`src/rtl/pipeline_ctrl.sv`:
```
`default_nettype none
// ============================================================================
// Module   : pipeline_ctrl
// Purpose  : Hazard and sequencing controller for the 5-stage RV32I pipeline.
//            Detects load-use hazards against ID/EX and applies EX redirect
//            flushes. Freezes everything while data memory is busy. Runs a
//            RUN -> DRAIN -> HALTED -> RUN protocol for debug/CSR use.
// Ports    : clk, rst                 clock, synchronous active-high reset
//            id_rs1/rs2, id_uses_*    source operands of the ID instruction
//            ex_rd, ex_MemRead        destination/load flag at ID/EX output
//            ex_redirect              taken branch/jump resolved in EX
//            mem_busy                 data memory stall (global freeze)
//            halt_req, resume_req     halt / resume level requests
//            pc_write, ifid_write     PC and IF/ID load enables
//            ifid_flush, idex_flush   NOP / bubble insertion
//            pipe_hold                hold ID/EX, EX/MEM, MEM/WB
//            halted, ctrl_state       FSM status (RUN=0, DRAIN=1, HALTED=2)
//            stall_cnt, flush_cnt,    event counters (zero unless the
//            freeze_cnt               PIPE_CTRL_PERF_EN macro is defined)
// Config   : PIPE_CTRL_PERF_EN        builds the 32-bit event counters
// Revision : 1.0  initial release
// ============================================================================
module pipeline_ctrl #(
    parameter int DRAIN_DEPTH = 4
) (
    input  logic        clk,
    input  logic        rst,
    input  logic [4:0]  id_rs1,
    input  logic [4:0]  id_rs2,
    input  logic        id_uses_rs1,
    input  logic        id_uses_rs2,
    input  logic [4:0]  ex_rd,
    input  logic        ex_MemRead,
    input  logic        ex_redirect,
    input  logic        mem_busy,
    input  logic        halt_req,
    input  logic        resume_req,
    output logic        pc_write,
    output logic        ifid_write,
    output logic        ifid_flush,
    output logic        idex_flush,
    output logic        pipe_hold,
    output logic        halted,
    output logic [1:0]  ctrl_state,
    output logic [31:0] stall_cnt,
    output logic [31:0] flush_cnt,
    output logic [31:0] freeze_cnt
);

    localparam int CW = $clog2(DRAIN_DEPTH);

    localparam logic [1:0] c_RUN    = 2'd0;
    localparam logic [1:0] c_DRAIN  = 2'd1;
    localparam logic [1:0] c_HALTED = 2'd2;

    // A redirect squashes the instruction in ID, so one fewer needs draining.
    localparam logic [CW-1:0] c_CNT_FULL  = CW'(DRAIN_DEPTH - 1);
    localparam logic [CW-1:0] c_CNT_SHORT = CW'(DRAIN_DEPTH - 2);

    logic [1:0]    state_q, state_d;
    logic [CW-1:0] cnt_q, cnt_d;
    logic          w_load_use;

    assign w_load_use = ex_MemRead && (ex_rd != 5'd0) &&
                        ((id_uses_rs1 && (id_rs1 == ex_rd)) ||
                         (id_uses_rs2 && (id_rs2 == ex_rd)));

    // State register
    always_ff @(posedge clk) begin
        if (rst) begin
            state_q <= c_RUN;
            cnt_q   <= '0;
        end else begin
            state_q <= state_d;
            cnt_q   <= cnt_d;
        end
    end

    // Next-state logic; a memory freeze blocks every transition and holds
    // the drain counter.
    always_comb begin
        state_d = state_q;
        cnt_d   = cnt_q;
        case (state_q)
            c_RUN: begin
                if (!mem_busy && halt_req) begin
                    state_d = c_DRAIN;
                    cnt_d   = ex_redirect ? c_CNT_SHORT : c_CNT_FULL;
                end
            end
            c_DRAIN: begin
                if (!mem_busy) begin
                    if (ex_redirect) begin
                        cnt_d = c_CNT_SHORT;
                    end else if (!w_load_use) begin
                        if (cnt_q == '0) begin
                            state_d = c_HALTED;
                        end else begin
                            cnt_d = cnt_q - CW'(1);
                        end
                    end
                end
            end
            c_HALTED: begin
                if (!mem_busy && resume_req) begin
                    state_d = c_RUN;
                    cnt_d   = '0;
                end
            end
            default: begin
                state_d = c_RUN;
                cnt_d   = '0;
            end
        endcase
    end

    // Output logic
    always_comb begin
        pc_write   = 1'b1;
        ifid_write = 1'b1;
        ifid_flush = 1'b0;
        idex_flush = 1'b0;
        pipe_hold  = 1'b0;
        halted     = (state_q == c_HALTED);
        ctrl_state = state_q;
        if (rst) begin
            pc_write   = 1'b0;
            ifid_write = 1'b0;
            ifid_flush = 1'b1;
            idex_flush = 1'b1;
            halted     = 1'b0;
            ctrl_state = c_RUN;
        end else if (mem_busy) begin
            pc_write   = 1'b0;
            ifid_write = 1'b0;
            pipe_hold  = 1'b1;
        end else begin
            case (state_q)
                c_DRAIN: begin
                    if (ex_redirect) begin
                        ifid_flush = 1'b1;
                        idex_flush = 1'b1;
                    end else if (w_load_use) begin
                        pc_write   = 1'b0;
                        ifid_write = 1'b0;
                        idex_flush = 1'b1;
                    end else begin
                        // Stop fetching; the ID instruction still moves on.
                        pc_write   = 1'b0;
                        ifid_flush = 1'b1;
                    end
                end
                c_HALTED: begin
                    pc_write   = 1'b0;
                    ifid_flush = 1'b1;
                    idex_flush = 1'b1;
                end
                default: begin
                    if (ex_redirect) begin
                        ifid_flush = 1'b1;
                        idex_flush = 1'b1;
                    end else if (w_load_use) begin
                        pc_write   = 1'b0;
                        ifid_write = 1'b0;
                        idex_flush = 1'b1;
                    end
                end
            endcase
        end
    end

`ifdef PIPE_CTRL_PERF_EN
    // Events are counted only where the corresponding response is applied,
    // so the three counters follow the same priority as the outputs.
    logic        w_live;
    logic [31:0] stall_q, flush_q, freeze_q;

    assign w_live = (state_q != c_HALTED);

    always_ff @(posedge clk) begin
        if (rst) begin
            stall_q  <= 32'd0;
            flush_q  <= 32'd0;
            freeze_q <= 32'd0;
        end else if (mem_busy) begin
            freeze_q <= freeze_q + 32'd1;
        end else if (w_live && ex_redirect) begin
            flush_q  <= flush_q + 32'd1;
        end else if (w_live && w_load_use) begin
            stall_q  <= stall_q + 32'd1;
        end
    end

    assign stall_cnt  = stall_q;
    assign flush_cnt  = flush_q;
    assign freeze_cnt = freeze_q;
`else
    assign stall_cnt  = 32'd0;
    assign flush_cnt  = 32'd0;
    assign freeze_cnt = 32'd0;
`endif

endmodule
`default_nettype wire
```
`config.mk`:
```
export PLATFORM = sky130hd
export DESIGN_NAME = pipeline_ctrl
export DESIGN_NICKNAME = d
export VERILOG_FILES = /design/src/rtl/pipeline_ctrl.sv
export SDC_FILE = /design/constraint.sdc
export NUM_CORES = 1
export LEC_CHECK = 0
export ABC_AREA = 1
export ABC_CLOCK_PERIOD_IN_PS = 4900
export CORE_AREA = 2 2 67 69
export DETAILED_ROUTE_END_ITERATION = 7
export DIE_AREA = 0 0 69 71
export HOLD_SLACK_MARGIN = 0.15
export PLACE_DENSITY = 0.84
export SLEW_MARGIN = 15
export SYNTH_ARGS = -nofsm -noshare
export SYNTH_HDL_FRONTEND = slang
export SYNTH_SLANG_ARGS = --single-unit
```
`constraint.sdc`:
```
create_clock -name clk -period 4.9 [get_ports clk]
set_clock_uncertainty 0.2 [all_clocks]
set_input_delay 0.98 -clock clk [delete_from_list [all_inputs] [get_ports clk]]
set_output_delay 0.98 -clock clk [all_outputs]
set_load 0.05 [all_outputs]
```
### Word level (Yosys, flattened, before mapping)

Index checks and enable logic that the tools add are counted.
W data, S select, Z words.

| storage, ports and cells | value |
|---|---|
| word-level logic and storage cells | 63 |
| register bits after elaboration | 4 |
| output and inout port bits | 104 |
| bits of input ports | 24 |

| operators by class | value |
|---|---|
| equality and inequality tests | 12 |
| multiplexer cells | 35 |
| reductions and logical operators | 13 |
| add/subtract/negate cells | 1 |

Operators with widths:

| kind | number |
|---|---|
| $mux W2 | 12 |
| $mux W1 | 19 |
| $ne A2 B2 Y1 const B | 6 |
| $pmux W2 S3 | 2 |
| $eq A5 B5 Y1 | 2 |
| $logic_and A1 B1 Y1 | 6 |
| $ne A3 B3 Y1 const B | 2 |
| $reduce_and A6 Y1 | 1 |
| $reduce_and A5 Y1 | 1 |
| $reduce_bool A5 Y1 | 1 |
| $logic_not A2 Y1 | 2 |
| $pmux W1 S2 | 2 |
| $eq A2 B1 Y1 const B | 1 |
| $eq A2 B2 Y1 const B | 1 |
| $sub A2 B1 Y2 const B | 1 |
| $logic_not A1 Y1 | 1 |
| $logic_or A1 B1 Y1 | 1 |

### Depth between registers and ports, before layout

| depth | value |
|---|---|
| word-level depth | 9 |
| mapped depth | 12 |
| mapped depth without buffers | 12 |

### Worst setup path before layout

OpenSTA, ideal clock, no wires.

| timing path | value |
|---|---|
| kind | input to output |
| from | input ex_rd[3] |
| to | output idex_flush |
| stages on the path | 8 |
| arrival time | 2263 ps |
| buffers on the path | 0 |
| path slack | 1457 ps |
| required time | 3720 ps |
| cells stage by stage | inv_1 > nand2_1 > nand2_1 > nor2_1 > nand3_1 > nand2_2 > nand2_2 > a41oi_1 |

| between the ends | value |
|---|---|
| cells in the longest elaborated chain, start to end | 9 |
| elaborated cells on any way between the ends | 13 |
| those cells by class | eq/ne (2); mux (5); reduce/logical (6) |

RTL lines:

| what | RTL line | text |
|---|---|---|
| start, declared | 32 | `input logic [4:0] ex_rd,` |
| $eq A5 B5 Y1 (on tied branches) | 65, 66 |  |
| $logic_and A1 B1 Y1 (on tied branches) | 65, 66 |  |
| $logic_or A1 B1 Y1 | 65 | `((id_uses_rs1 && (id_rs1 == ex_rd)) \|\|` |
| $logic_and A1 B1 Y1 (*) | 64 | `assign w_load_use = ex_MemRead && (ex_rd != 5'd0) &&` |
| $mux W1 (*) | 143, 162 |  |
| $mux W1 (*) | 159 | `if (ex_redirect) begin` |
| $mux W1 (*) | -- |  |
| $mux W1 (*) | 133 | `end else if (mem_busy) begin` |
| $mux W1 (*) | 126 | `if (rst) begin` |
| end, declared | 41 | `output logic idex_flush,` |

Every way passes the cells marked *; elsewhere a longest branch is shown, timed or not.

### Worst setup path after layout

| timing path | value |
|---|---|
| from | input ex_rd[3] |
| to | output ifid_flush |

| between the ends | value |
|---|---|
| cells in the longest elaborated chain, start to end | 9 |
| elaborated cells on any way between the ends | 13 |
| those cells by class | eq/ne (2); mux (5); reduce/logical (6) |

RTL lines:

| what | RTL line | text |
|---|---|---|
| $eq A5 B5 Y1 (on tied branches) | 65, 66 |  |
| $logic_and A1 B1 Y1 (on tied branches) | 65, 66 |  |
| $logic_or A1 B1 Y1 | 65 |  |
| $logic_and A1 B1 Y1 (*) | 64 |  |
| $mux W1 (*) | 143 | `end else if (w_load_use) begin` |
| $mux W1 (*) | -- |  |
| $pmux W1 S2 (*) | 138 | `case (state_q)` |
| $mux W1 (*) | 133 |  |
| $mux W1 (*) | 126 |  |
| end, declared | 40 | `output logic ifid_flush,` |

Marked as above.

==> run metrics <==
outcome=finished clean; Hold Path Sink=cnt_q[0]; Synth Register Bits=4; worst r2r src=state_q[0]; post-synth top area share=54.24%; total die area=0.004899 mm^2; Reg clk slew, reported paths=30 ps; Clock Root Buffer=clkbuf_8; RR Endpoint=state_q[0]; synth top area cells=buf_4, nand2_1, inv_1, dfxtp_1, nor2_1; setup TNS=0 ps; Final Cell Area=0.001381 mm^2; ys async rst share=0%; Register Area=80.08 um^2; Place WS=648.7 ps; Worst VDD drop=0.2549 mV; Synth Instances=218; drt first-iter violations=14; clock tree sinks=4; cell depth of the worst min-delay path=2; critical-path maximum fanout=4; Rows=24; cell with the most instances after synthesis=buf_4; Vias=1056; fin nets=281; unrepaired setup endpoints after global routing=false; hold_buf cts=0; CORE AREA=0.004204 mm^2; Reg2Reg Setup Slack=3050 ps; Post-synth EDFFs=0; final hold vios=0; Clock Latency Late Sink=220 ps; Layout area overhead=3.954%; Mapped Area=0.001329 mm^2; multi-input logic area=783.3 um^2; fin crit share=86.60%; antenna cells=0; Post-Layout Cell Count=303; Slew Limit Headroom=65.79%; Yosys top cell by area=buf_4; initial antenna violation count=0; Top FF cell, synth=dfxtp_1; critical path type=primary input to output port; setup violators final=0; PortBufs=31; Post-CTS Resized=0; Critical Path Start Type=primary input; Congestion Overflow GR=0; Worst Hold Launch=cnt_q[0]; Die Y=71 um; # H-tree levels=1; FF-to-FF path depth=11; Lkg Pwr=0.8365 nW; placed cell count=300; Placer Congestion=0.8894; largest net degree at the start of global routing=8; pwr/cell area=399.7 mW/mm^2; layout cells sized above 1=5.179%; fin worst setup slack=656.6 ps; Detail Placement HPWL=2074 um; mean routed wirelength per cell=7.429 um; Residual DRC=0; element type at the critical path end=output port; clock buffer depth=2; vias in the first global route=837; final hold slack=285.1 ps; WP data arrival=3060 ps; filler cell count=461; IO Pins=128; Synth warnings=0; placed cell areas=0.001340 mm^2; pin slew with the least headroom to its limit=511.5 ps; syn avg cell area=6.095 um^2; via/cell ratio=3.485; Slew Viols, Final=0; worst hold path type=flop to flop; GRT Resource Usage Total=8.033%; postcts setup bufs=0; first-pass GRT wire length=3360 um; WL final=2251 um; CP Data Required Time=3720 ps; total power=0.5521 mW; die width=69 um; Antenna Violating Nets Remaining=0; Cell variety after synth=18; DRT Pass-1 Iters=4; TritonCTS buffer count=3; CTS tree=yes; synth cell count leaders=buf_4, nand2_1, inv_1; sequential fraction of the synthesis area=6.026%; Tmin final=4243 ps; achievable frequency=0.2357 GHz; final core occ=32.86%; Starting Density=31.61%; max-cap viol count=0
[how the worst max path moves through the flow]
stage / end / start
CTS: ifid_flush / ex_rd[3]
detailed placement: ifid_flush / ex_rd[3]
floorplan: idex_flush / ex_rd[3]
global placement: ifid_flush / ex_rd[3]
global route: ifid_flush / ex_rd[3]
finish: ifid_flush / ex_rd[3]
[cells by family after synthesis]
group	count (synthesis)	synth area share [%]
AO/OA/AOI/OAI	11	5.085
adder cells (fa/ha/maj)	4	3.767
buffers and inverters	123	61.86
flip-flops	4	6.027
other	1	0.2822
AND/OR/NAND/NOR	75	22.97
[critical path, cell delays in order]
cell             delay, ps
clkdlybuf4s50_1        420
inv_1                  120
nand4_1                120
o21ai_0                180
inv_1                   80
nand3_1                130
nand2_1                 60
nand3_1                 70
nand2_1                 50
nand2_1                 50
clkdlybuf4s50_1        800
[layout by cell type, fill, tap and decap left out]
| cell | synthesis | final |
|---|---|---|
| nand2_1 | 42 | 42 |
| ha_1 | 4 | 4 |
| clkdlybuf4s50_1 | 0 | 31 |
| o21ai_0 | 2 | 2 |
| o21ai_2 | 1 | 1 |
| nor2_1 | 20 | 20 |
| conb_1 | 1 | 96 |
| o21ai_1 | 1 | 1 |
| nand3_1 | 7 | 7 |
| inv_2 | 5 | 5 |
| nand2_2 | 4 | 4 |
| a41oi_1 | 1 | 1 |
| o211ai_1 | 1 | 1 |
| a21oi_1 | 4 | 4 |
| a22oi_1 | 1 | 1 |
| clkbuf_8 | 0 | 3 |
| dfxtp_1 | 4 | 4 |
| nand4_1 | 2 | 2 |
| inv_1 | 22 | 22 |
[metal layers]
metal  GRT usage (%)  part of all wire [%]  wire (um)
met5               0                     0          0
met4           4.357                   1.3         29
met3           1.852                    12        261
met2           14.32                    53       1196
met1           8.841                    34        763
[layout make-up]
class	instances	area share, %
sequential	4	5.797
inverter	27	7.337
tap	52	4.710
clock buffer	3	2.989
multi-input combinational	186	56.70
timing repair buffer	31	22.46
[power breakdown]
part,total (mW),internal [mW],switching [mW]
Sequential,0.0572,0.0487,0.00859
Combinational,0.426,0.101,0.325
Clock,0.0687,0.0523,0.0165
Total,0.552,0.202,0.350
[flip-flops by register name (all words and copies together) (netlist names)]
name,count
cnt_q,2
state_q,2
Note: power is estimated with default switching activity, not from simulation.
